File: src/rtl/ahb_pkg.sv
// Shared AHB-Lite definitions for the uncore slave-side mux.
package ahb_pkg;

    // HTRANS encodings
    localparam logic [1:0] IDLE   = 2'b00;
    localparam logic [1:0] BUSY   = 2'b01;
    localparam logic [1:0] NONSEQ = 2'b10;
    localparam logic [1:0] SEQ    = 2'b11;

    // Response mux state: normal data phase, or first/second cycle of an ERROR
    typedef enum logic [1:0] {DATA, ERR1, ERR2} ahbmux_state_t;

    // True when more than one bit is set (decoder produced an overlapping select)
    function automatic logic multi_hot(input logic [31:0] v);
        return (v & (v - 32'd1)) != 32'd0;
    endfunction

endpackage

File: src/rtl/ahb_stall_watchdog.sv
// Counts consecutive data-phase stall cycles and flags when the limit is hit.
module ahb_stall_watchdog #(
    parameter int unsigned TIMEOUT = 1024
) (
    input  logic HCLK,
    input  logic reset,
    input  logic Stall,
    input  logic Clear,
    output logic Expire
);

    localparam int unsigned CW = $clog2(TIMEOUT + 1);
    localparam logic [CW-1:0] LIMIT = CW'(TIMEOUT - 1);

    logic [CW-1:0] r_count;

    // Stall counter: cleared on completion/no select, saturates instead of wrapping
    always_ff @(posedge HCLK or posedge reset) begin
        if (reset) begin
            r_count <= '0;
        end else if (Clear) begin
            r_count <= '0;
        end else if (Stall && !(&r_count)) begin
            r_count <= r_count + 1'b1;
        end
    end

    // Only fires while still stalled, so a slave readying on the last cycle wins
    assign Expire = Stall && (r_count == LIMIT);

endmodule

File: src/rtl/ahb_slave_mux.sv
// AHB-Lite slave response mux with built-in default slave and stall watchdog.
module ahb_slave_mux
    import ahb_pkg::*;
#(
    parameter int unsigned NSLV    = 8,
    parameter int unsigned DW      = 64,
    parameter int unsigned TIMEOUT = 1024
) (
    input  logic                HCLK,
    input  logic                reset,
    input  logic [1:0]          HTRANS,
    input  logic [NSLV-1:0]     HSEL,
    output logic [NSLV-1:0]     HSELOut,
    input  logic [NSLV*DW-1:0]  HRDATAS,
    input  logic [NSLV-1:0]     HREADYOUTS,
    input  logic [NSLV-1:0]     HRESPS,
    output logic [DW-1:0]       HRDATA,
    output logic                HREADY,
    output logic                HRESP,
    output logic [NSLV-1:0]     Orphan,
    output logic                TimeoutPulse
);

    logic [NSLV-1:0] r_sel_d;
    logic            r_none_err_d;
    logic [NSLV-1:0] r_orphan;
    logic [NSLV-1:0] w_orphan_nxt;
    ahbmux_state_t   r_state;
    ahbmux_state_t   w_state_nxt;

    logic [31:0]     w_hsel_ext;
    logic            w_illegal;
    logic [DW-1:0]   w_slv_rdata;
    logic            w_slv_ready;
    logic            w_slv_resp;
    logic            w_stall;
    logic            w_clear;
    logic            w_expire;

    // Orphaned slaves never see a select until they finally respond
    assign HSELOut = HSEL & ~r_orphan;
    assign Orphan  = r_orphan;

    // Widen the select for the overlap check
    always_comb begin
        w_hsel_ext           = '0;
        w_hsel_ext[NSLV-1:0] = HSEL;
    end

    assign w_illegal = multi_hot(w_hsel_ext);

    // AND-OR read-data mux; r_sel_d is one-hot or zero by construction
    always_comb begin
        w_slv_rdata = '0;
        for (int i = 0; i < int'(NSLV); i++) begin
            if (r_sel_d[i]) begin
                w_slv_rdata = w_slv_rdata | HRDATAS[i*DW +: DW];
            end
        end
    end

    assign w_slv_ready = |(r_sel_d & HREADYOUTS);
    assign w_slv_resp  = |(r_sel_d & HRESPS);

    // Capture the data-phase select whenever the bus advances
    always_ff @(posedge HCLK or posedge reset) begin
        if (reset) begin
            r_sel_d      <= '0;
            r_none_err_d <= 1'b0;
        end else if (HREADY) begin
            r_sel_d      <= w_illegal ? '0 : HSELOut;
            r_none_err_d <= HTRANS[1] & ((HSELOut == '0) | w_illegal);
        end
    end

    assign w_stall = (r_state == DATA) && (r_sel_d != '0) && !w_slv_ready;
    assign w_clear = HREADY || (r_sel_d == '0);

    generate
        if (TIMEOUT > 0) begin : g_wdog
            ahb_stall_watchdog #(
                .TIMEOUT (TIMEOUT)
            ) u_wdog (
                .HCLK   (HCLK),
                .reset  (reset),
                .Stall  (w_stall),
                .Clear  (w_clear),
                .Expire (w_expire)
            );
        end else begin : g_no_wdog
            assign w_expire = 1'b0;
        end
    endgenerate

    // Response state register
    always_ff @(posedge HCLK or posedge reset) begin
        if (reset) begin
            r_state <= DATA;
        end else begin
            r_state <= w_state_nxt;
        end
    end

    // Next state and bus response outputs
    always_comb begin
        w_state_nxt  = r_state;
        HREADY       = 1'b1;
        HRESP        = 1'b0;
        HRDATA       = '0;
        TimeoutPulse = 1'b0;
        unique case (r_state)
            DATA: begin
                if (r_none_err_d) begin
                    HREADY      = 1'b0;
                    HRESP       = 1'b1;
                    w_state_nxt = ERR2;
                end else if (r_sel_d != '0) begin
                    HRDATA = w_slv_rdata;
                    HREADY = w_slv_ready;
                    HRESP  = w_slv_resp;
                    if (w_expire) begin
                        TimeoutPulse = 1'b1;
                        w_state_nxt  = ERR1;
                    end
                end
            end
            ERR1: begin
                HREADY      = 1'b0;
                HRESP       = 1'b1;
                w_state_nxt = ERR2;
            end
            ERR2: begin
                HRESP       = 1'b1;
                w_state_nxt = DATA;
            end
            default: begin
                w_state_nxt = DATA;
            end
        endcase
    end

    // Late response from an orphan releases it; an abort fences the stalled slave
    always_comb begin
        w_orphan_nxt = r_orphan & ~HREADYOUTS;
        if (r_state == DATA && w_expire) begin
            w_orphan_nxt = w_orphan_nxt | r_sel_d;
        end
    end

    // Sticky orphan flags
    always_ff @(posedge HCLK or posedge reset) begin
        if (reset) begin
            r_orphan <= '0;
        end else begin
            r_orphan <= w_orphan_nxt;
        end
    end

endmodule

File: config.mk
export PLATFORM = sky130hd
export DESIGN_NAME = ahb_slave_mux
export DESIGN_NICKNAME = d
export VERILOG_FILES = /design/src/rtl/ahb_pkg.sv /design/src/rtl/ahb_stall_watchdog.sv /design/src/rtl/ahb_slave_mux.sv
export SDC_FILE = /design/constraint.sdc
export NUM_CORES = 1
export LEC_CHECK = 0
export BUFFER_PORTS_ARGS = -buffer_cell sky130_fd_sc_hd__buf_2
export CAP_MARGIN = 40
export CORE_AREA = 3 3 239 241
export DETAILED_ROUTE_END_ITERATION = 8
export DIE_AREA = 0 0 242 244
export PLACE_DENSITY = 0.3
export SETUP_SLACK_MARGIN = 0.1
export SLEW_MARGIN = 20
export SYNTH_ARGS = -nofsm -noshare
export SYNTH_HDL_FRONTEND = slang
export SYNTH_SLANG_ARGS = --single-unit
File: constraint.sdc
create_clock -name HCLK -period 3.4 [get_ports HCLK]
set_input_delay 0.51 -clock HCLK [delete_from_list [all_inputs] [get_ports HCLK]]
set_output_delay 0.51 -clock HCLK [all_outputs]
set_load 0.005 [all_outputs]
==> reports/qor.csv, run 1 <==
stage;metric;value;unit
grt;GR Overflow Total;0;
logic_synthesis;Yosys warning total;0;
power_and_ir_drop;Lkg Pwr;3.84;nW
logic_synthesis;sequential area share after synthesis;16.2;%
min_path;Hold Crit Class;primary input to async pin;
floorplanning;Die X;242;µm
logic_synthesis;synthesized instance count;586;
status;status;completed;
finish;multi-input combinational cell area;3480;µm²
grt;initial antenna violation count;18;
route;Final ANT Viol Nets;0;
sta;Max Clk Rate;317;MHz
route;highest metal used;met5;
placed_design;GP Congestion;0.942;
clock_tree;Post-CTS Hold Fix Bufs;0;
sta;final setup fails;0;
sta;Period minus WS final;3150;ps
route;post-route DRC violation count;0;
route;met1 wire length;20200;µm
floorplanning;Initial Utilization;8.43;%
logic_synthesis;library cells used by synthesis;49;
logic_synthesis;syn avg cell area;7.93;µm²
sta;unrepaired setup endpoints after global routing;no;
route;WL/cell;26.2;µm
logic_synthesis;Yosys reg bits;30;
route;Vias;8140;
grt;vias in the first global route;8636;
power_and_ir_drop;PwrDens;209;nW/µm²
route;Vias/cell;4.24;
grt;Tot GR Track Use;15.9;%
clock_tree;Root Driver;clkbuf_16;
finish;Post-Layout Cell Count;1918;
floorplanning;core area;55100;µm²
clock_tree;Reg clk slew, reported paths;50;ps
logic_synthesis;async set-reset flop share out of synthesis;100;%
route;total wire length;50200;µm
logic_synthesis;post-synth top area share;21.3;%
sta;clk_skew;4.13;ps
logic_synthesis;largest cells by area after synthesis;a22oi_1 (21%), dfrtp_1 (16%), a221oi_1 (12%);
job;Max Cap Violations;0;
clock_tree;Post-CTS Resized;0;
clock_tree;latest clock arrival within the worst-skew pair;270;ps
sta;TNS Setup;0;ps
placed_design;post-detail-place hpwl;41100;µm
placed_design;Port Buf Inserts;621;
finish;nets;1708;
grt;first-pass GRT wire length;67600;µm
floorplanning;Std-Cell Rows;86;
setup_path;startpoint types;flip-flop;
sta;Slew Limit Fails;0;
route;drt initial violations;430;
setup_path;critical path capture point type;primary output;
sta;Rel. slew slack;48.5;%
setup_path;Crit Path Class;flip-flop to primary output;
finish;share of layout cells above drive strength 1;58.7;%
clock_tree;Sink Count;30;
setup_path;Critical Path Fanout Max;24;
floorplanning;Ports;623;
sta;Slew @ Worst Pin;768;ps
clock_tree;Post CTS Setup Buffer Count;0;
floorplanning;Die Y;244;µm
sta;Fin. Hold Viols;0;
logic_synthesis;Synth Net Count;1130;
finish;Area Growth Syn to Fin;89.8;%
setup_path;Crit path arrival time;2640;ps
setup_path;WP data required;2890;ps
clock_tree;CTS tree;yes;
finish;Sequential Area;781;µm²
route;met3 wire len;4590;µm
clock_tree;CTS H-tree depth;2;
route;routed wl met2;24800;µm
sta;WHS;211;ps
grt;pin count of the biggest net entering global routing;69;
clock_tree;worst-case clock buffer depth;2;
logic_synthesis;post-synth top area cell;a22oi_1;
floorplanning;DIE AREA;59000;µm²
logic_synthesis;Post-synth EDFFs;0;
power_and_ir_drop;worst vdd ir;0.187;mV
sta;fin crit share;92.8;%
logic_synthesis;most common flop cell mapped by yosys;dfrtp_1;
logic_synthesis;Synth Cell Area;4650;µm²
placed_design;DP Cell Count;1905;
finish;Fillers;6408;
route;TritonRoute pass-1 iters;4;
clock_tree;total CTS buffers;5;
[logic make-up (layout without fill, tap and decap cells)]
group                    count (synthesis)  count (layout)  synth area share, %
AND/OR/NAND/NOR                         85              85                 10.6
XOR/XNOR                                 5               5                0.942
adder cells (fa/ha/maj)                  4               4                 1.08
other                                    0               5                    0
AO/OA/AOI/OAI                          365             365                 61.7
buffers and inverters                   95             674                 9.07
multiplexers                             2               2                0.431
flip-flops                              30              30                 16.2
[placed cells by master, fill, tap and decap left out, types with 6 or more instances in the layout]
cell,netlist,routed
buf_2,4,621
a22oi_1,132,132
a22o_1,64,64
a221oi_1,64,64
a31oi_1,64,64
dfrtp_1,30,22
nor2_1,20,20
inv_1,19,19
nand2_1,19,19
buf_4,0,19
o21ai_0,12,12
dfrtp_4,0,8
nor4_1,7,7
buf_12,0,7
and4_1,6,6
[metal layers]
| layer | vias to the layer above | GRT usage, % |
|---|---|---|
| met5 | - | 0 |
| met4 | 2 | 2.12 |
| met1 | 3949 | 19.0 |
| met3 | 40 | 5.22 |
| li1 | 3678 | - |
| met2 | 471 | 28.4 |
[flip-flops by register name (all words and copies together), names as in the netlist]
| name | count |
|---|---|
| Orphan | 8 |
| r_none_err_d | 1 |
| g_wdog.u_wdog.r_count | 11 |
| r_sel_d | 8 |
| r_state | 2 |
[critical path, stage by stage, from the launching register on]
cell and delay, ps:
dfrtp_4 490, or4_4 590, o21a_1 310, nand2b_4 360
buf_12 250, a31oi_1 140, buf_2 210
[cell type report]
cell class / count / share of cell area (%)
tap: 748 / 10.6
timing repair buffer: 647 / 38.4
inverter: 19 / 0.809
sequential: 30 / 8.85
clock inverter: 1 / 0.0567
multi-input combinational: 461 / 39.5
antenna: 5 / 0.142
clock buffer: 7 / 1.62
[synth_stat cells (5+ instances only)]
| library cell | n |
|---|---|
| a22o_1 | 64 |
| buf_6 | 8 |
| a31oi_1 | 64 |
| o21ai_0 | 12 |
| a22oi_1 | 132 |
| nor2_1 | 20 |
| nand2b_1 | 6 |
| nand2_1 | 19 |
| a221oi_1 | 64 |
| nor3_1 | 5 |
| xnor2_1 | 5 |
| and4_1 | 6 |
| buf_1 | 8 |
| inv_1 | 19 |
| o41ai_2 | 5 |
| nor4_1 | 7 |
| clkbuf_1 | 56 |
| dfrtp_1 | 30 |
[through the flow]
stage / power [mW] / util, % / instance area [µm²] / worst slack [ps]
after floorplan: 0.823 / - / 4650 / 1200
after global placement: 1.42 / 15.7 / 8660 / 527
after detailed placement: 1.41 / 15.7 / 8660 / 508
after CTS: 1.87 / 16.0 / 8810 / 216
after global routing: 1.96 / 16.0 / 8810 / 130
final: 1.85 / 16.0 / 8820 / 246
[worst paths after layout]
check | depth (start not counted) | from | slack [ps] | end
worst max-delay path | 6 | r_sel_d[5]$_DFFE_PP0P_ | 250 | HRDATA[18]
worst min-delay path | 2 | reset | 210 | Orphan[0]$_DFF_PP0_
worst max register to register | 7 | r_sel_d[5]$_DFFE_PP0P_ | 1090 | Orphan[6]$_DFF_PP0_
worst min register to register | 2 | Orphan[0]$_DFF_PP0_ | 550 | Orphan[0]$_DFF_PP0_
max in group asynchronous | 3 | reset | 2610 | r_sel_d[2]$_DFFE_PP0P_
min in group HCLK | 2 | HREADYOUTS[1] | 450 | Orphan[1]$_DFF_PP0_
[power by group]
part | switching [mW] | total, mW | internal (mW)
Sequential | 0.0193 | 0.395 | 0.376
Combinational | 0.552 | 1.00 | 0.449
Clock | 0.161 | 0.451 | 0.290
Total | 0.732 | 1.85 | 1.12
Note: power is estimated with default switching activity, not from simulation.
==> inputs of run 2 (changes only) <==
--- a/config.mk
+++ b/config.mk
@@ -5,12 +5,13 @@
 export SDC_FILE = /design/constraint.sdc
 export NUM_CORES = 1
 export LEC_CHECK = 0
-export BUFFER_PORTS_ARGS = -buffer_cell sky130_fd_sc_hd__buf_2
+export ABC_AREA = 1
+export BUFFER_PORTS_ARGS = -buffer_cell sky130_fd_sc_hd__clkbuf_2
 export CAP_MARGIN = 40
-export CORE_AREA = 3 3 239 241
+export CORE_AREA = 3 3 240 242
 export DETAILED_ROUTE_END_ITERATION = 8
-export DIE_AREA = 0 0 242 244
-export PLACE_DENSITY = 0.3
+export DIE_AREA = 0 0 243 245
+export PLACE_DENSITY = 0.31
 export SETUP_SLACK_MARGIN = 0.1
 export SLEW_MARGIN = 20
 export SYNTH_ARGS = -nofsm -noshare
==> run 2 against run 1 <==
Clock-buffer cell count unchanged; maximum frequency increased by 1.5%; total power decreased by 6.8%; global-route usage decreased by 1.2 points; routed wire length decreased by 6.8%; sequential cell count unchanged.
==> reports/qor.csv, run 2 <==
stage;metric;value;unit;change
finish;nets;2019;;+18%
setup_path;Critical Path Fanout Max;18;;-25%
logic_synthesis;post-synth top area share;22.4;%;+1.1 points
power_and_ir_drop;worst vdd ir;0.146;mV;-22%
floorplanning;Ports;623;;unchanged
power_and_ir_drop;Pint;1.03;mW;-7.6%
floorplanning;core area;55300;µm²;+0.39%
setup_path;Crit path arrival time;2600;ps;-40 ps
job;Max Cap Violations;0;;unchanged
grt;initial antenna violation count;4;;-14
status;status;completed;;
grt;GR Overflow Total;0;;unchanged
power_and_ir_drop;Power Total;1.72;mW;-6.8%
power_and_ir_drop;P_sw;0.692;mW;-5.6%
logic_synthesis;Synth Net Count;1433;;+27%
setup_path;Max stage delay on crit path;820;ps;+230 ps
logic_synthesis;largest cells by area after synthesis;nand2_1 (22%), a22o_1 (15%), dfrtp_1 (14%);;
setup_path;Crit-path slowest cell;a221oi_1;;
power_and_ir_drop;Seq pwr share;23.0;%;+1.6 points
power_and_ir_drop;sw frac;40.2;%;+0.52 points
finish;max reg flops;11;;unchanged
logic_synthesis;Yosys warning total;0;;unchanged
finish;leading cell types in the layout, fill and taps excluded;clkbuf_2 (621), nand2_1 (315), a22o_1 (93), a21oi_1 (86), inv_1 (62);;
clock_tree;Sink Count;30;;unchanged
route;drt initial violations;394;;-8.4%
power_and_ir_drop;clock share of power;26.6;%;+2.2 points
sta;Slew @ Worst Pin;1050;ps;+283 ps
clock_tree;Post CTS Setup Buffer Count;0;;unchanged
logic_synthesis;sequential area share after synthesis;14.2;%;-1.9 points
power_and_ir_drop;PwrDens;182;nW/µm²;-13%
sta;Rel. slew slack;29.9;%;-19 points
sta;final setup fails;0;;unchanged
power_and_ir_drop;logic gate share of total power;50.4;%;-3.8 points
sta;clk_skew;3.90;ps;-0.234 ps
setup_path;critical path capture point type;primary output;;
route;Vias/cell;4.03;;-5.0%
sta;Fin. Hold Viols;0;;unchanged
floorplanning;Initial Utilization;9.54;%;+1.1 points
logic_synthesis;async set-reset flop share out of synthesis;100;%;unchanged
finish;commonest non-fill, non-tap cell in the layout;clkbuf_2;;
setup_path;CP cell instances;buf_4 > nand2_1 > nand2_1 > a221oi_1 > buf_4 > a31oi_1 > clkbuf_2;;
clock_tree;Post-CTS Hold Fix Bufs;0;;unchanged
route;TritonRoute pass-1 iters;4;;unchanged
finish;share of layout cells above drive strength 1;47.0;%;-12 points
floorplanning;Std-Cell Rows;86;;unchanged
clock_tree;CTS tree;yes;;
logic_synthesis;Yosys reg bits;30;;unchanged
sta;Max Clk Rate;322;MHz;+1.5%
finish;Largest Register;g_wdog.u_wdog.r_count;;
logic_synthesis;post-synth top area cell;nand2_1;;
logic_synthesis;most common cell in the netlist;nand2_1;;
sta;Slew Limit Fails;0;;unchanged
grt;vias in the first global route;9644;;+12%
setup_path;startpoint types;flip-flop;;
grt;Tot GR Track Use;14.8;%;-1.2 points
logic_synthesis;synthesized instance count;889;;+52%
logic_synthesis;library cells used by synthesis;33;;-33%
sta;unrepaired setup endpoints after global routing;no;;
route;Final ANT Viol Nets;0;;unchanged
clock_tree;latest clock arrival within the worst-skew pair;270;ps;about the same
logic_synthesis;Post-synth EDFFs;0;;unchanged
route;Vias;8972;;+10%
placed_design;Port Buf Inserts;621;;unchanged
floorplanning;Die X;243;µm;+0.41%
placed_design;post-detail-place hpwl;39600;µm;-3.7%
logic_synthesis;synth cell count leaders;nand2_1 (315), a22o_1 (93), a21oi_1 (86);;
setup_path;RR Startpoint;r_sel_d[4]$_DFFE_PP0P_;;
setup_path;R2R depth;10;;+3
sta;Period minus WS final;3110;ps;-45.2 ps
setup_path;Critical R2R Capture;r_sel_d[4]$_DFFE_PP0P_;;
min_path;Hold Crit Class;primary input to async pin;;
sta;fin crit share;91.4;%;-1.3 points
route;total wire length;46700;µm;-6.8%
clock_tree;Post-CTS Resized;0;;unchanged
grt;pin count of the biggest net entering global routing;41;;-41%
grt;first-pass GRT wire length;65900;µm;-2.6%
finish;Area Growth Syn to Fin;79.1;%;
logic_synthesis;Synth Cell Area;5280;µm²;+14%
setup_path;WP data required;2890;ps;about the same
clock_tree;Root Driver;clkbuf_16;;
clock_tree;total CTS buffers;5;;unchanged
route;WL/cell;21.0;µm;-20%
route;post-route DRC violation count;0;;unchanged
logic_synthesis;most common flop cell mapped by yosys;dfrtp_1;;
placed_design;GP Congestion;0.923;;-2.0%
sta;TNS Setup;0;ps;unchanged
logic_synthesis;syn avg cell area;5.94;µm²;-25%
setup_path;Reg2Reg Setup Slack;1360;ps;+270 ps
floorplanning;Die Y;245;µm;+0.41%
setup_path;Crit Path Class;flip-flop to primary output;;
clock_tree;CTS H-tree depth;2;;unchanged
clock_tree;worst-case clock buffer depth;2;;unchanged
power_and_ir_drop;Lkg Pwr;4.90;nW;+27%
floorplanning;DIE AREA;59500;µm²;+0.82%
clock_tree;Reg clk slew, reported paths;60;ps;about the same
==> run 2: area by class of cell <==
type | instances | area, µm²
antenna | 1 | 2.50
clock buffer | 7 | 143
clock inverter | 1 | 5.00
fill | 6641 | 45900
inverter | 66 | 249
multi-input combinational | 718 | 3920
sequential | 30 | 778
tap | 748 | 936
timing repair buffer | 654 | 3410
==> run 2: worst max-delay path, delay by kind of cell (launching register included) <==
family,cells,cell delay [ps]
compound gates,2,890
buf+inv,3,650
flops,1,600
simple gates,2,130
==> run 2: power groups by stage <==
| stage | combinational [mW] | clock (mW) | sequential [mW] |
|---|---|---|---|
| 5_1_grt | 0.967 | 0.488 | 0.398 |
| 6_report | 0.868 | 0.458 | 0.396 |
| 3_5_place_dp | 0.880 | 0 | 0.402 |
| 3_3_place_gp | 0.878 | 0 | 0.403 |
| 4_1_cts | 0.884 | 0.474 | 0.396 |
| 2_1_floorplan | 0.398 | 0 | 0.384 |
==> run 2: stage by stage <==
| step | instances | hold WS, ps | utilization [%] | setup WS (ps) | area [µm²] |
|---|---|---|---|---|---|
| after floorplan | 889 | 491 | - | 1540 | 5280 |
| after global placement | 2215 | 545 | 16.8 | 668 | 9280 |
| after detailed placement | 2215 | 547 | 16.8 | 681 | 9280 |
| after CTS | 2223 | 395 | 17.1 | 377 | 9430 |
| after global routing | 2224 | 88.9 | 17.1 | 319 | 9450 |
| final | 2225 | 81.8 | 17.1 | 291 | 9450 |
==> run 2: metal layers <==
layer / share of wire, % / vias to the layer above / GRT usage [%]
li1: - / 4308 / -
met1: 40 / 4172 / 17.6
met2: 51 / 445 / 27.2
met3: 7.7 / 41 / 3.55
met4: 1.3 / 6 / 2.36
met5: 0.086 / - / 0
==> run 2: worst max path at each step <==
stage / slack [ps] / depth (start not counted) / start / to
2_1_floorplan: 1540 / 7 / g_wdog.u_wdog.r_count[0]$_DFFE_PP0P_ / TimeoutPulse
4_1_cts: 380 / 7 / r_sel_d[1]$_DFFE_PP0P_ / HRDATA[12]
6_report: 290 / 7 / r_sel_d[1]$_DFFE_PP0P_ / HRDATA[12]
5_1_grt: 320 / 7 / r_sel_d[1]$_DFFE_PP0P_ / HRDATA[12]
3_3_place_gp: 670 / 7 / r_sel_d[1]$_DFFE_PP0P_ / HRDATA[12]
3_5_place_dp: 680 / 7 / r_sel_d[1]$_DFFE_PP0P_ / HRDATA[12]
==> run 2: logic make-up (layout without fill, tap and decap cells) <==
| logic type | count (synthesis) | count (layout) | synth area share [%] |
|---|---|---|---|
| adder cells (fa/ha/maj) | 4 | 4 | 0.949 |
| flip-flops | 30 | 30 | 14.2 |
| XOR/XNOR | 4 | 4 | 0.664 |
| buffers and inverters | 141 | 728 | 11.5 |
| AO/OA/AOI/OAI | 282 | 282 | 38.5 |
| other | 0 | 1 | 0 |
| AND/OR/NAND/NOR | 428 | 428 | 34.1 |
